==> src/rtl/disp_pkg.sv <==
// rtl/disp_pkg.sv - state codes, message constants and frame lookup for display_sequencer
package disp_pkg;

  localparam logic [2:0] ST_INIT     = 3'd0;
  localparam logic [2:0] ST_RASP     = 3'd1;
  localparam logic [2:0] ST_BAWP     = 3'd2;
  localparam logic [2:0] ST_P1_TURN  = 3'd3;
  localparam logic [2:0] ST_P2_TURN  = 3'd4;
  localparam logic [2:0] ST_MATCHRES = 3'd5;
  localparam logic [2:0] ST_GAMERES  = 3'd6;

  localparam logic [15:0] MSG_INIT  = 16'h1A1F;
  localparam logic [15:0] MSG_P1    = 16'h1FFF;
  localparam logic [15:0] MSG_P2    = 16'h2FFF;
  localparam logic [3:0]  BLANK_NIB = 4'hF;

  // Element 0 is the blank code.
  localparam logic [3:0][15:0] MATCH_MSG = {16'hADFF, 16'hA2FF, 16'hA1FF, 16'hFFFF};
  localparam logic [3:0][15:0] GAME_MSG  = {16'hCDFF, 16'hC2FF, 16'hC1FF, 16'hFFFF};

  function automatic logic [15:0] frame_of(
    input logic [2:0] st,
    input logic [3:0] round, win, lose,
    input logic [3:0] p1_black, p1_white, p2_black, p2_white,
    input logic [1:0] matchresult, gameresult
  );
    logic [15:0] f;
    case (st)
      ST_INIT:     f = MSG_INIT;
      ST_RASP:     f = {round, BLANK_NIB, win, lose};
      ST_BAWP:     f = {p1_black, p1_white, p2_black, p2_white};
      ST_P1_TURN:  f = MSG_P1;
      ST_P2_TURN:  f = MSG_P2;
      ST_MATCHRES: f = MATCH_MSG[matchresult];
      ST_GAMERES:  f = GAME_MSG[gameresult];
      default:     f = 16'hFFFF;
    endcase
    return f;
  endfunction

endpackage

==> src/rtl/scan_timer.sv <==
// rtl/scan_timer.sv - digit-slot prescaler and scan index with synchronous clear
module scan_timer #(
  parameter int SCAN_DIV   = 50000,
  parameter int NUM_DIGITS = 4,
  parameter int IW         = (NUM_DIGITS > 1) ? $clog2(NUM_DIGITS) : 1
) (
  input  logic          clk,
  input  logic          rst_n,
  input  logic          i_clr,
  output logic          o_slot_tick,
  output logic          o_frame_wrap,
  output logic [IW-1:0] o_idx
);
  localparam int PW = $clog2(SCAN_DIV);

  logic [PW-1:0] r_presc;
  logic [IW-1:0] r_idx;
  logic          w_last_digit;

  assign o_slot_tick  = (r_presc == PW'(SCAN_DIV - 1));
  assign w_last_digit = (r_idx == IW'(NUM_DIGITS - 1));
  assign o_frame_wrap = o_slot_tick && w_last_digit;
  assign o_idx        = r_idx;

  always_ff @(posedge clk or negedge rst_n) begin
    if (!rst_n) begin
      r_presc <= '0;
      r_idx   <= '0;
    end else if (i_clr) begin
      r_presc <= '0;
      r_idx   <= '0;
    end else if (o_slot_tick) begin
      r_presc <= '0;
      r_idx   <= w_last_digit ? '0 : r_idx + 1'b1;
    end else begin
      r_presc <= r_presc + 1'b1;
    end
  end

endmodule

==> src/rtl/display_sequencer.sv <==
// rtl/display_sequencer.sv - tear-free frame latch, 7-segment scan and result-hold handshake
// Optional result-screen blinking: DISPLAY_SEQUENCER_BLINK_EN.
module display_sequencer
  import disp_pkg::*;
#(
  parameter int NUM_DIGITS   = 4,
  parameter int SCAN_DIV     = 50000,
  parameter int HOLD_FRAMES  = 200,
  parameter int BLINK_FRAMES = 50
) (
  input  logic                    clk,
  input  logic                    rst_n,
  input  logic [2:0]              state,
  input  logic [3:0]              round,
  input  logic [3:0]              win,
  input  logic [3:0]              lose,
  input  logic [3:0]              p1_black,
  input  logic [3:0]              p1_white,
  input  logic [3:0]              p2_black,
  input  logic [3:0]              p2_white,
  input  logic [1:0]              matchresult,
  input  logic [1:0]              gameresult,
  output logic [4*NUM_DIGITS-1:0] frame,
  output logic [NUM_DIGITS-1:0]   digit_en_n,
  output logic [3:0]              digit_val,
  output logic                    msg_done
);
  localparam int FW = 4 * NUM_DIGITS;
  localparam int IW = (NUM_DIGITS > 1) ? $clog2(NUM_DIGITS) : 1;
  localparam int HW = $clog2(HOLD_FRAMES + 1);

  logic            w_slot_tick, w_frame_wrap, w_state_chg, w_result, w_hidden;
  logic [IW-1:0]   w_idx;
  logic [15:0]     w_msg;
  logic [FW-1:0]   w_next_frame, w_frame_sh;
  logic [3:0]      w_nib;

  logic [FW-1:0]         r_frame;
  logic [NUM_DIGITS-1:0] r_digit_en_n;
  logic [3:0]            r_digit_val;
  logic                  r_msg_done, r_upd;
  logic [HW-1:0]         r_hold;
  logic [2:0]            r_prev_state;

  assign w_state_chg = (state != r_prev_state);
  assign w_result    = (state == ST_MATCHRES) || (state == ST_GAMERES);
  assign w_msg = frame_of(state, round, win, lose, p1_black, p1_white, p2_black, p2_white,
                          matchresult, gameresult);
  // Message occupies the leftmost digits; any extra digits are blank.
  assign w_next_frame = ({FW{1'b1}} >> 16) | (FW'(w_msg) << (FW - 16));
  assign w_frame_sh   = r_frame << {w_idx, 2'b00};
  assign w_nib        = w_frame_sh[FW-1 -: 4];

  scan_timer #(.SCAN_DIV(SCAN_DIV), .NUM_DIGITS(NUM_DIGITS), .IW(IW)) u_scan_timer (
    .clk          (clk),
    .rst_n        (rst_n),
    .i_clr        (w_state_chg),
    .o_slot_tick  (w_slot_tick),
    .o_frame_wrap (w_frame_wrap),
    .o_idx        (w_idx)
  );

`ifdef DISPLAY_SEQUENCER_BLINK_EN
  localparam int BW = (BLINK_FRAMES > 1) ? $clog2(BLINK_FRAMES) : 1;
  logic [BW-1:0] r_blink_cnt;
  logic          r_hidden;

  always_ff @(posedge clk or negedge rst_n) begin
    if (!rst_n) begin
      r_blink_cnt <= '0;
      r_hidden    <= 1'b0;
    end else if (w_state_chg || !w_result) begin
      r_blink_cnt <= '0;
      r_hidden    <= 1'b0;
    end else if (w_frame_wrap) begin
      if (r_blink_cnt == BW'(BLINK_FRAMES - 1)) begin
        r_blink_cnt <= '0;
        r_hidden    <= ~r_hidden;
      end else begin
        r_blink_cnt <= r_blink_cnt + 1'b1;
      end
    end
  end
  assign w_hidden = r_hidden;
`else
  assign w_hidden = 1'b0;
`endif

  always_ff @(posedge clk or negedge rst_n) begin
    if (!rst_n) begin
      r_frame      <= {MSG_INIT, {(FW-16){1'b1}}};
      r_prev_state <= ST_INIT;
      r_hold       <= '0;
      r_msg_done   <= 1'b0;
    end else begin
      r_prev_state <= state;
      r_msg_done   <= 1'b0;
      if (w_state_chg) begin
        r_frame <= w_next_frame;
        r_hold  <= '0;
      end else begin
        if (w_frame_wrap) r_frame <= w_next_frame;
        if (!w_result) begin
          r_hold <= '0;
        end else if (w_frame_wrap && r_hold != HW'(HOLD_FRAMES)) begin
          r_hold     <= r_hold + 1'b1;
          r_msg_done <= (r_hold == HW'(HOLD_FRAMES - 1));
        end
      end
    end
  end

  // Index, frame and blink phase only move on a slot tick or state change,
  // so the digit registers need refreshing only on the following cycle.
  always_ff @(posedge clk or negedge rst_n) begin
    if (!rst_n) begin
      r_upd        <= 1'b0;
      r_digit_en_n <= ~NUM_DIGITS'(1);
      r_digit_val  <= MSG_INIT[15:12];
    end else begin
      r_upd <= w_slot_tick || w_state_chg;
      if (r_upd) begin
        r_digit_en_n <= ~(NUM_DIGITS'(1) << w_idx);
        r_digit_val  <= w_hidden ? BLANK_NIB : w_nib;
      end
    end
  end

  assign frame      = r_frame;
  assign digit_en_n = r_digit_en_n;
  assign digit_val  = r_digit_val;
  assign msg_done   = r_msg_done;

endmodule

==> config.mk <==
export PLATFORM = sky130hd
export DESIGN_NAME = display_sequencer
export DESIGN_NICKNAME = d
export VERILOG_FILES = /design/src/rtl/disp_pkg.sv /design/src/rtl/scan_timer.sv /design/src/rtl/display_sequencer.sv
export SDC_FILE = /design/constraint.sdc
export NUM_CORES = 1
export LEC_CHECK = 0
export CAP_MARGIN = 20
export CORE_ASPECT_RATIO = 0.9
export CORE_MARGIN = 4
export CORE_UTILIZATION = 55
export DETAILED_ROUTE_END_ITERATION = 6
export PLACE_DENSITY = 0.85
export SETUP_SLACK_MARGIN = 0.3
export SYNTH_ARGS = -nofsm -noshare
export SYNTH_HDL_FRONTEND = slang
export SYNTH_HIERARCHICAL = 1
export SYNTH_SLANG_ARGS = --single-unit
==> constraint.sdc <==
create_clock -name clk -period 3.5 [get_ports clk]
set_input_delay 0.7 -clock clk [delete_from_list [all_inputs] [get_ports clk]]
set_output_delay 0.7 -clock clk [all_outputs]
set_load 0.02 [all_outputs]
==> run_results.csv <==
group,metric,value,unit
detailed_routing,drc,0,
power_and_ir_drop,pwr-share-comb,18.8,%
grt,grt_start_max_net_pins,35,
sta,slew_headroom,49.8,%
synthesis,postSynth.asyncResetShare,100,%
worst_setup_path,worst_ep_arrival_time,2730,ps
layout,multi_input_area,0.00137,mm^2
grt,grt_first_pass_wirelength,11.2,mm
grt,antenna_found_initial,0,
synthesis,synth_seq_area_share,47.8,%
sta,fin_skew,12.7,ps
sta,finalCritPeriodShare,72.4,%
detailed_routing,wl_per_cell,16.4,um
worst_setup_path,crit_chain,"or4b_4, nor4_4, and2_1, or4_4, mux2_4",
worst_setup_path,max_stage_delay,550,ps
cts,cts_buffers,5,
layout,fillers,375,
cts,post_cts_buffers,0,
worst_setup_path,crit_slowest_cell,"or4b_4",
synthesis,ys_warn_count,6,
cts,path_clk_slew,100,ps
synthesis,syn-instance-count,288,
detailed_routing,vias,2328,
cts,cts_hold_buf,0,
power_and_ir_drop,power.internal,1020,uW
sta,finalSetupViolCount,0,
power_and_ir_drop,p_total,1390,uW
cts,clk_latency,310,ps
run_status,status,"finished clean",
synthesis,syn_avg_cell_area,10.1,um^2
power_and_ir_drop,powerDensity,382,mW/mm^2
cts,clockBufferDepth,2,
cts,cts_resized,0,
synthesis,syn_nets,333,
synthesis,synth_cell_types,48,
worst_setup_path,crit_path_end_kind,"flip-flop",
sta,worstMarginPinSlew,754,ps
power_and_ir_drop,pwr-share-clk,30.4,%
grt,grt_pass1_vias,2317,
floorplan,num_rows,24,
sta,slew_viol_final,0,
synthesis,synth-main-ff-cell,"dfrtp_1",
layout,diodes,0,
cts,cts_tree,"built",
power_and_ir_drop,p_leak,0.00140,uW
detailed_routing,antenna_left,0,
power_and_ir_drop,swShare,26.4,%
worst_setup_path,crit_fanout,30,
sta,tns,0,ps
floorplan,fp.coreArea,0.00498,mm^2
power_and_ir_drop,switchingPower,368,uW
grt,overflow,0,
synthesis,ys_seq_elements,55,
layout,nets,389,
floorplan,start_util,58.4,%
power_and_ir_drop,seqPwrFrac,50.9,%
synthesis,synth_area,0.00291,mm^2
worst_setup_path,critPathRequiredTime,3690,ps
sta,rsz0062_at_grt,"false",
sta,post-route-min-period,2540,ps
synthesis,synth_edf_count,0,
hold_path,hold_class,"input port to asynchronous set/reset pin",
worst_setup_path,cp-start-kind,"flip-flop",
floorplan,dieHeight,77.0,um
placed_design,numPortBuffers,61,
cts,cts_sinks,55,
sta,fmax,0.394,GHz
power_and_ir_drop,ir_drop,0.000230,V
placed_design,gp_congestion,0.881,
layout,layout-drive-gt1-share,11.6,%
detailed_routing,via_per_inst,5.68,
detailed_routing,drtIter0Drc,121,
grt,gr-usage-all-layers,21.5,%
floorplan,die_x,84.7,um
run,drv_cap,0,
layout,area_growth,25.2,%
floorplan,die_area,0.00652,mm^2
floorplan,ios,62,
detailed_routing,routed_wl,6.71,mm
detailed_routing,drt_pass1_iterations,4,
worst_setup_path,crit_type,"flip-flop to flip-flop",
cts,h-tree-depth,2,
placed_design,place_hpwl,5.01,mm
sta,hold_violations,0,
layout,seq_area,0.00139,mm^2
layout,layout_commonest_cell,"clkdlybuf4s50_1",
cts,root_buffer,"clkbuf_8",
layout,layout_common_cells,"60 x clkdlybuf4s50_1, 54 x nor2_1, 43 x dfrtp_1",
## registers in the layout, indices dropped and copies added, names as in the netlist
signal and cells:
digit_en_n 4, digit_val 4, frame 16, msg_done 1, r_hold 8, r_prev_state 3
r_upd 1, u_scan_timer/o_idx 2, u_scan_timer/r_presc 16
## worst paths after layout
kind                                                         from                                  to  slack, ps  depth (start not counted)
worst min-delay path                                        rst_n  u_scan_timer/r_presc[14]$_DFF_PN0_        450                          1
worst max register to register  u_scan_timer/r_presc[5]$_DFF_PN0_               frame[10]$_DFFE_PN0P_        960                          5
worst max-delay path            u_scan_timer/r_presc[5]$_DFF_PN0_               frame[10]$_DFFE_PN0P_        960                          5
max in group asynchronous                                   rst_n                frame[1]$_DFFE_PN1P_       2230                          2
worst min register to register  u_scan_timer/r_presc[0]$_DFF_PN0_   u_scan_timer/r_presc[0]$_DFF_PN0_        490                          1
min in group clk                u_scan_timer/r_presc[0]$_DFF_PN0_   u_scan_timer/r_presc[0]$_DFF_PN0_        490                          1
## critical path, delay by kind of cell (launching register included)
kind | cells | cell delay, ps
DFF | 1 | 450
and+or+nand+nor | 4 | 1620
muxes | 1 | 330
## layout make-up
class	instances	share of cell area, %
Sequential cell	55	38.2
Multi-Input combinational cell	201	37.5
Timing Repair Buffer	65	17.4
Tap cell	65	2.23
Clock buffer	6	1.99
Inverter	16	1.65
Clock inverter	2	1.03
## power groups by stage
stage / clock (uW) / sequential [uW] / combinational [uW]
final: 423 / 707 / 261
after global routing: 460 / 712 / 281
after CTS: 429 / 707 / 263
after detailed placement: 0 / 719 / 262
after global placement: 0 / 718 / 256
after floorplan: 0 / 746 / 97.5
## Yosys cell counts, types with 8 or more instances
cell     count  area share (%)
ha_1         8             3.4
a31oi_1     18             3.9
inv_1       16             2.1
o21ai_0      8             1.4
nor2_1      54             7.0
dfrtp_1     43              37
a21oi_1     10             1.7
dfstp_2     12              11
nand3_1      8             1.4
xnor2_1     17             5.1
## per-layer routing
layer  wire [um]  GRT usage [%]  vias to the layer above  share of wire [%]
li1            -              -                     1120                  -
met1        2900           27.4                     1119                 43
met2        3270           35.0                       72                 49
met3         364           5.57                       17                5.4
met4         169           8.70                        0                2.5
met5           0              0                        -                  0
## cells by family (layout without fill, tap and decap cells)
group	after synthesis	after routing	share of synthesized area (%)
buffers and inverters	32	89	5.24
adders and majority gates	8	8	3.44
DFF	55	55	47.8
AOI/OAI and AO/OA	55	55	11.9
and+or+nand+nor	102	102	18.0
xor gates and xnor gates	23	23	6.92
muxes	13	13	6.70
## through the flow
step                cell area [um^2]  utilization [%]  std cells  setup WS, ps  hold WS [ps]
floorplan                       2910                -        288          1270           404
global placement                3540             70.9        402           952           469
detailed placement              3540             70.9        402           862           483
CTS                             3650             73.1        410           961           473
global route                    3650             73.1        410           827           512
finish                          3650             73.1        410           965           446
(Power assumes the default switching activity.)
